===== config.mk =====
export PLATFORM = sky130hd
export DESIGN_NAME = writeback_mp
export DESIGN_NICKNAME = d
export VERILOG_FILES = /design/src/rtl/writeback_mp.sv
export SDC_FILE = /design/constraint.sdc
export NUM_CORES = 1
export LEC_CHECK = 0
export CAP_MARGIN = 30
export CORE_ASPECT_RATIO = 0.6
export CORE_MARGIN = 2
export CORE_UTILIZATION = 58
export DETAILED_ROUTE_END_ITERATION = 7
export PLACE_DENSITY = 0.83
export SLEW_MARGIN = 20
export SYNTH_ARGS = -nofsm -noshare
export SYNTH_HDL_FRONTEND = slang
export SYNTH_SLANG_ARGS = --single-unit

===== constraint.sdc =====
create_clock -name clk -period 26.5 [get_ports clk]
set_clock_uncertainty 0.2 [all_clocks]
set_input_delay 5.3 -clock clk [delete_from_list [all_inputs] [get_ports clk]]
set_output_delay 5.3 -clock clk [all_outputs]
set_load 0.01 [all_outputs]

===== src/rtl/writeback_mp.sv =====
// Multi-lane writeback stage with an in-order commit queue.
// Register-file writes leave one cycle after accept; groups retire FIFO.
module writeback_mp #(
  parameter int LANES = 2,
  parameter int DEPTH = 4,
  parameter int XLEN  = 64,
  parameter int RAW   = 5
) (
  input  logic                    clk,
  input  logic                    rst,
  input  logic                    in_valid,
  output logic                    in_ready,
  input  logic [LANES-1:0]        in_lane_valid,
  input  logic [LANES-1:0]        in_is_wb,
  input  logic [LANES*RAW-1:0]    in_wd,
  input  logic [LANES*XLEN-1:0]   in_data,
  input  logic [LANES*64-1:0]     in_pc,
  input  logic [LANES*32-1:0]     in_instr,
  output logic [LANES-1:0]        wb_en,
  output logic [LANES*RAW-1:0]    wb_wd,
  output logic [LANES*XLEN-1:0]   wb_data,
  output logic                    cm_valid,
  input  logic                    cm_ready,
  output logic [LANES-1:0]        cm_lane_valid,
  output logic [LANES-1:0]        cm_is_wb,
  output logic [LANES*RAW-1:0]    cm_wd,
  output logic [LANES*XLEN-1:0]   cm_data,
  output logic [LANES*64-1:0]     cm_pc,
  output logic [LANES*32-1:0]     cm_instr,
  output logic [$clog2(DEPTH):0]  cm_count
);

  localparam int PW = $clog2(DEPTH);
  localparam int CW = PW + 1;
  localparam logic [CW-1:0] FULL = CW'(DEPTH);

  logic [LANES-1:0]      qLv   [DEPTH];
  logic [LANES-1:0]      qWb   [DEPTH];
  logic [LANES*RAW-1:0]  qWd   [DEPTH];
  logic [LANES*XLEN-1:0] qData [DEPTH];
  logic [LANES*64-1:0]   qPc   [DEPTH];
  logic [LANES*32-1:0]   qInstr[DEPTH];

  logic [PW-1:0]    wrPtr;
  logic [PW-1:0]    rdPtr;
  logic [CW-1:0]    count;
  logic             push;
  logic             pop;
  logic [LANES-1:0] wbRaw;
  logic [LANES-1:0] wbMask;

  assign cm_valid = (count != '0);
  assign pop      = cm_valid && cm_ready;
  assign in_ready = (count < FULL) || pop;
  assign push     = in_valid && in_ready;
  assign cm_count = count;

  assign cm_lane_valid = qLv[rdPtr];
  assign cm_is_wb      = qWb[rdPtr];
  assign cm_wd         = qWd[rdPtr];
  assign cm_data       = qData[rdPtr];
  assign cm_pc         = qPc[rdPtr];
  assign cm_instr      = qInstr[rdPtr];

  // Per-lane write intent; a higher lane to the same register wins.
  always_comb begin
    wbRaw  = '0;
    wbMask = '0;
    for (int i = 0; i < LANES; i++) begin
      wbRaw[i] = in_lane_valid[i] && in_is_wb[i] &&
                 (in_wd[i*RAW +: RAW] != '0);
    end
    for (int i = 0; i < LANES; i++) begin
      wbMask[i] = wbRaw[i];
      for (int j = i + 1; j < LANES; j++) begin
        if (wbRaw[j] &&
            in_wd[j*RAW +: RAW] == in_wd[i*RAW +: RAW])
          wbMask[i] = 1'b0;
      end
    end
  end

  // Register-file write port, one cycle after accept.
  always_ff @(posedge clk or negedge rst) begin
    if (!rst) begin
      wb_en   <= '0;
      wb_wd   <= '0;
      wb_data <= '0;
    end else if (push) begin
      wb_en   <= wbMask;
      wb_wd   <= in_wd;
      wb_data <= in_data;
    end else begin
      wb_en   <= '0;
    end
  end

  // Queue pointers and occupancy.
  always_ff @(posedge clk or negedge rst) begin
    if (!rst) begin
      wrPtr <= '0;
      rdPtr <= '0;
      count <= '0;
    end else begin
      if (push) wrPtr <= wrPtr + PW'(1);
      if (pop)  rdPtr <= rdPtr + PW'(1);
      unique case ({push, pop})
        2'b10:   count <= count + CW'(1);
        2'b01:   count <= count - CW'(1);
        default: count <= count;
      endcase
    end
  end

  // Queue payload; contents are only meaningful under count.
  always_ff @(posedge clk) begin
    if (push) begin
      qLv[wrPtr]    <= in_lane_valid;
      qWb[wrPtr]    <= wbRaw;
      qWd[wrPtr]    <= in_wd;
      qData[wrPtr]  <= in_data;
      qPc[wrPtr]    <= in_pc;
      qInstr[wrPtr] <= in_instr;
    end
  end

endmodule


### Word level (Yosys, flattened, before mapping)

Memories as Yosys holds them, arrays and structs flattened.
Cells that the tools add are included.

| operators by class | value |
|---|---|
| $add $sub $neg | 4 |
| magnitude comparators | 1 |
| equal/unequal tests | 3 |
| mux-type cells | 5 |
| reduce and logical (&&, ||, !) cells | 12 |

Operators by type and width:

| operator | number |
|---|---|
| 5-bit nonzero test | 2 |
| 1-bit logical AND | 7 |
| 3-bit one-hot mux with 2 select lines | 1 |
| 5-bit == test | 1 |
| 2-bit by 1-bit adder with 2-bit output (second input constant) | 2 |
| 3-bit by 1-bit adder with 3-bit output (second input constant) | 1 |
| 3-bit less-than comparator (second input constant) | 1 |
| 1-bit two-way mux | 3 |
| 3-bit nonzero test | 1 |
| 3-bit by 1-bit subtractor with 3-bit output (second input constant) | 1 |
| 2-bit by 1-bit == test with 1-bit output (second input constant) | 1 |
| 2-bit == test (second input constant) | 1 |
| 2-bit two-way mux | 1 |
| 2-bit nonzero test | 1 |
| 1-bit logical OR | 1 |

| storage, ports and cells | value |
|---|---|
| register bits after elaboration | 147 |
| RAM bits | 1,336 |
| input bits | 338 |
| memories kept | 6 |

Memory list:

| memory | depth | bits a word | read ports | clocked after Yosys merged registers in | wr ports | line | source |
|---|---|---|---|---|---|---|---|
| qData | 4 | 128 | 1 | 0 | 1 | 40 | `logic [LANES*XLEN-1:0] qData [DEPTH];` |
| qPc | 4 | 128 | 1 | 0 | 1 | 41 | `logic [LANES*64-1:0] qPc [DEPTH];` |
| qInstr | 4 | 64 | 1 | 0 | 1 | 42 | `logic [LANES*32-1:0] qInstr[DEPTH];` |
| qWd | 4 | 10 | 1 | 0 | 1 | 39 | `logic [LANES*RAW-1:0] qWd [DEPTH];` |
| qLv | 4 | 2 | 1 | 0 | 1 | 37 | `logic [LANES-1:0] qLv [DEPTH];` |
| qWb | 4 | 2 | 1 | 0 | 1 | 38 | `logic [LANES-1:0] qWb [DEPTH];` |

### Logic depth before layout (Yosys ltp)

| depth | value |
|---|---|
| depth in word-level cells | 6 |
| mapped depth | 11 |
| mapped depth without buffers | 8 |

### Least setup slack after synthesis

No wires, ideal clock.

| path | value |
|---|---|
| path kind | input-to-reg |
| from | in cm_ready |
| to | mem qData[0][0] (netlist bit), enable pin |
| setup time | 0.742 ns |
| arrival time | 13.220 ns |
| setup slack | 12.338 ns |
| stages on the path | 3 |
| buffers on the path | 1 |
| path through | nand2b_1 > buf_2 > and3_1 |

| on the way | value |
|---|---|
| longest elaborated chain between the ends | 5 |

RTL lines:

| element | line | source |
|---|---|---|
| start: declaration | 23 | `input logic cm_ready,` |
| 1-bit logical AND | 53 | `assign pop = cm_valid && cm_ready;` |
| 1-bit logical OR | 54 | `assign in_ready = (count < FULL) \|\| pop;` |
| via in_ready | 12 | `output logic in_ready,` |
| 1-bit logical AND | 55 | `assign push = in_valid && in_ready;` |
| 1-bit two-way mux | 117 | `if (push) begin` |
| 1-bit two-way mux (implied by the code) | 121 | `qData[wrPtr] <= in_data;` |
| end: declaration | 40 |  |

The timed path passes the listed nets, and every way through them passes these cells.

### Worst setup path in the final report

| path | value |
|---|---|
| from | in cm_ready |
| to | out in_ready |

| on the way | value |
|---|---|
| longest elaborated chain between the ends | 2 |

RTL lines:

| element | line |
|---|---|
| 1-bit logical AND | 53 |
| 1-bit logical OR | 54 |
| end: declaration | 12 |

Every way passes these cells.

==> results.json <==
{
  "status": "finished clean",
  "critical_path.cell_chain": "clkdlybuf4s50_1, nand2b_1, clkdlybuf4s50_1",
  "dieHeight_um": 240,
  "final_layout_size_suffix_gt1_share_pct": 22.6,
  "synth_seq_area_share_pct": 81.4,
  "switchingPower_uw": 2190,
  "combPwrFrac_pct": 33.1,
  "cp.arrival_ns": 6.76,
  "tns_ns": 0,
  "core_area_sq_mm": 0.0919,
  "fin_crit_sh_pct": 46.3,
  "slew_viol_final": 0,
  "clock_insertion_delay_worst_skew_ns": 0.74,
  "synth_area_leaders": "edfxtp_1 (75%), mux4_2 (14%), dfrtp_1 (6.8%)",
  "slew-limit-headroom_pct": 26.2,
  "gp_congestion": 0.795,
  "hold_viol": 0,
  "maxCapViolCount": 0,
  "grt_max_degree": 161,
  "nNetsFinal": 3331,
  "first_pass_iters": 5,
  "ir_worst_vdd_mv": 0.0983,
  "clockBufferDepth": 3,
  "antenna_found_initial": 15,
  "start_util_pct": 58.5,
  "wl_per_cell_um": 29.5,
  "cts_tree": "built",
  "wl_um": 128000,
  "p_clk_share_pct": 25.1,
  "h-tree-depth": 4,
  "syn-instance-count": 2091,
  "synth.distinct_cells": 29,
  "synthesis.area_sq_mm": 0.0538,
  "multi_input_area_sq_mm": 0.00943,
  "grtUsageTotal_pct": 26.7,
  "cp_max_fo": 7,
  "p_int_uw": 5370,
  "start_kind": "primary input",
  "postCtsSetupRepairBufs": 0,
  "cp_slowest_cell": "clkdlybuf4s50_1",
  "ff2ff_setup_slack_ns": 22.15,
  "dp_hpwl_um": 76200,
  "grt_first_pass_wirelength_um": 184000,
  "crit_type": "primary input to output port",
  "yosysTopAreaCellShare_pct": 74.6,
  "endpoint_kind": "output port",
  "power_density_mw_per_mm2": 111,
  "p_leak_uw": 0.0223,
  "fmax_mhz": 81.6,
  "drc_errors": 0,
  "root_buffer": "clkbuf_16",
  "port_buffers": 816,
  "die_w_um": 397,
  "hold_class": "register to register",
  "dp_cells": 4080,
  "postCtsHoldBufs": 0,
  "synth-seq-cells": 1483,
  "path_clk_slew_ns": 0.07,
  "area_delta_synth_final_pct": 26.0,
  "p_sw_share_pct": 29.0,
  "ant_nets": 0,
  "required_ns": 21.00,
  "io_pins": 817,
  "pwr-share-seq_pct": 41.8,
  "vias": 26000,
  "finalSetupViolCount": 0,
  "drt_iter0_drc": 2448,
  "synth.avg_cell_area_sq_um": 25.7,
  "grt_pass1_vias": 27400,
  "worstMarginPinSlew_ns": 1.11,
  "postCtsResizedCells": 0,
  "max_stage_delay_ns": 0.62,
  "min_period_ns": 12.26,
  "regArea_sq_mm": 0.0438,
  "dieArea_sq_mm": 0.0953,
  "crit_top_cell": "clkdlybuf4s50_1",
  "fillers": 4870,
  "rsz0062_at_grt": "no",
  "num_rows": 86,
  "final_cells": 4339,
  "cts_made_buffers": 130,
  "synth_area_leader_cell": "edfxtp_1",
  "avgViaCountPerCell": 6.00,
  "ys_warn_count": 0,
  "clock-sinks": 1483,
  "gr-total-overflow": 0,
  "syn-num-nets": 2435
}
## cell type report
cell class,instances,share of cell area [%]
sequential,1483,64.6
multi-input combinational,511,13.9
timing repair buffer,855,12.9
clock buffer,169,5.29
tap,1232,2.27
clock inverter,71,0.973
antenna,12,0.0443
inverter,6,0.0332
## metal layers
metal | track usage [%] | wire, um | vias to the layer above | share of wire, %
met3 | 7.54 | 10700 | 211 | 8.3
met1 | 32.4 | 45000 | 13900 | 35
met5 | 0 | 66 | - | 0.052
li1 | - | - | 10700 | -
met2 | 46.2 | 68100 | 1263 | 53
met4 | 9.75 | 4080 | 10 | 3.2
## through the flow
step	total power, uW	hold slack, ns	util [%]	worst slack, ns	area, sq um
after global placement	5580	0.273	68.8	14.24	63200
after floorplan	4530	0.297	-	12.34	53800
final	7560	0.296	73.8	14.24	67800
after CTS	7590	0.298	73.6	14.24	67600
after detailed placement	5660	0.280	68.9	14.25	63400
after global routing	7800	0.317	73.8	14.19	67800
## synth_stat cells (all sizes together)
cell type	count
nor3	1
mux4	334
nand2	3
nand2b	1
buf	78
edfxtp	1336
or3	1
or4	1
xor2	8
a21oi	1
nor4	1
nor2	2
ha	5
o31a	1
a211oi	2
o211ai	1
and3	5
mux2i	1
clkbuf	13
inv	6
dfrtp	147
mux2	139
xnor2	3
fa	1
## cell usage in the layout (no fill, tap or decap), types with 6 or more instances in the layout
cell                n
buf_12              9
buf_16              7
buf_4              23
bufinv_16           9
clkbuf_1           25
clkbuf_16         134
clkbuf_8           10
clkdlybuf4s50_1   815
clkinv_1           19
clkinv_2           24
dfrtp_1           145
diode_2            12
edfxtp_1         1336
inv_1               6
inv_6               8
mux2_1             16
mux2_2            123
mux4_2            334
xor2_1              8
## state kept, by name, summed over array words and instances, names as in the netlist, 8 cells and up
signal   count
qWb          8
wb_wd       10
qData      512
qPc        512
qLv          8
qInstr     256
wb_data    128
qWd         40
## kinds of logic after synthesis
family / share of synthesized area [%]
AOI/OAI and AO/OA: 0.0674
DFF: 81.4
muxes: 16.9
xor gates and xnor gates: 0.179
and+or+nand+nor: 0.156
adders and majority gates: 0.154
buffers and inverters: 1.12
## power groups by stage
stage | logic [uW] | registers (uW) | clock network, uW
detailed placement | 2460 | 3190 | 0
finish | 2500 | 3160 | 1900
global placement | 2430 | 3160 | 0
floorplan | 1240 | 3290 | 0
CTS | 2500 | 3160 | 1930
global route | 2610 | 3190 | 2010
## critical path, delay by kind of cell
| kind | cells | cell delay (ns) |
|---|---|---|
| and+or+nand+nor | 1 | 0.36 |
| buffers and inverters | 2 | 1.10 |
## worst paths after layout
path                        startpoint          end  depth (start not counted)
hold reg to reg             wb_data[1]   wb_data[1]                          1
max in group asynchronous          rst  wb_data[67]                          3
setup / recovery              cm_ready     in_ready                          3
min in group asynchronous          rst  wb_data[76]                          1
hold / removal              wb_data[1]   wb_data[1]                          1
setup reg to reg           cm_count[2]   qPc[2][23]                          6
Note: power is estimated with default switching activity, not from simulation.
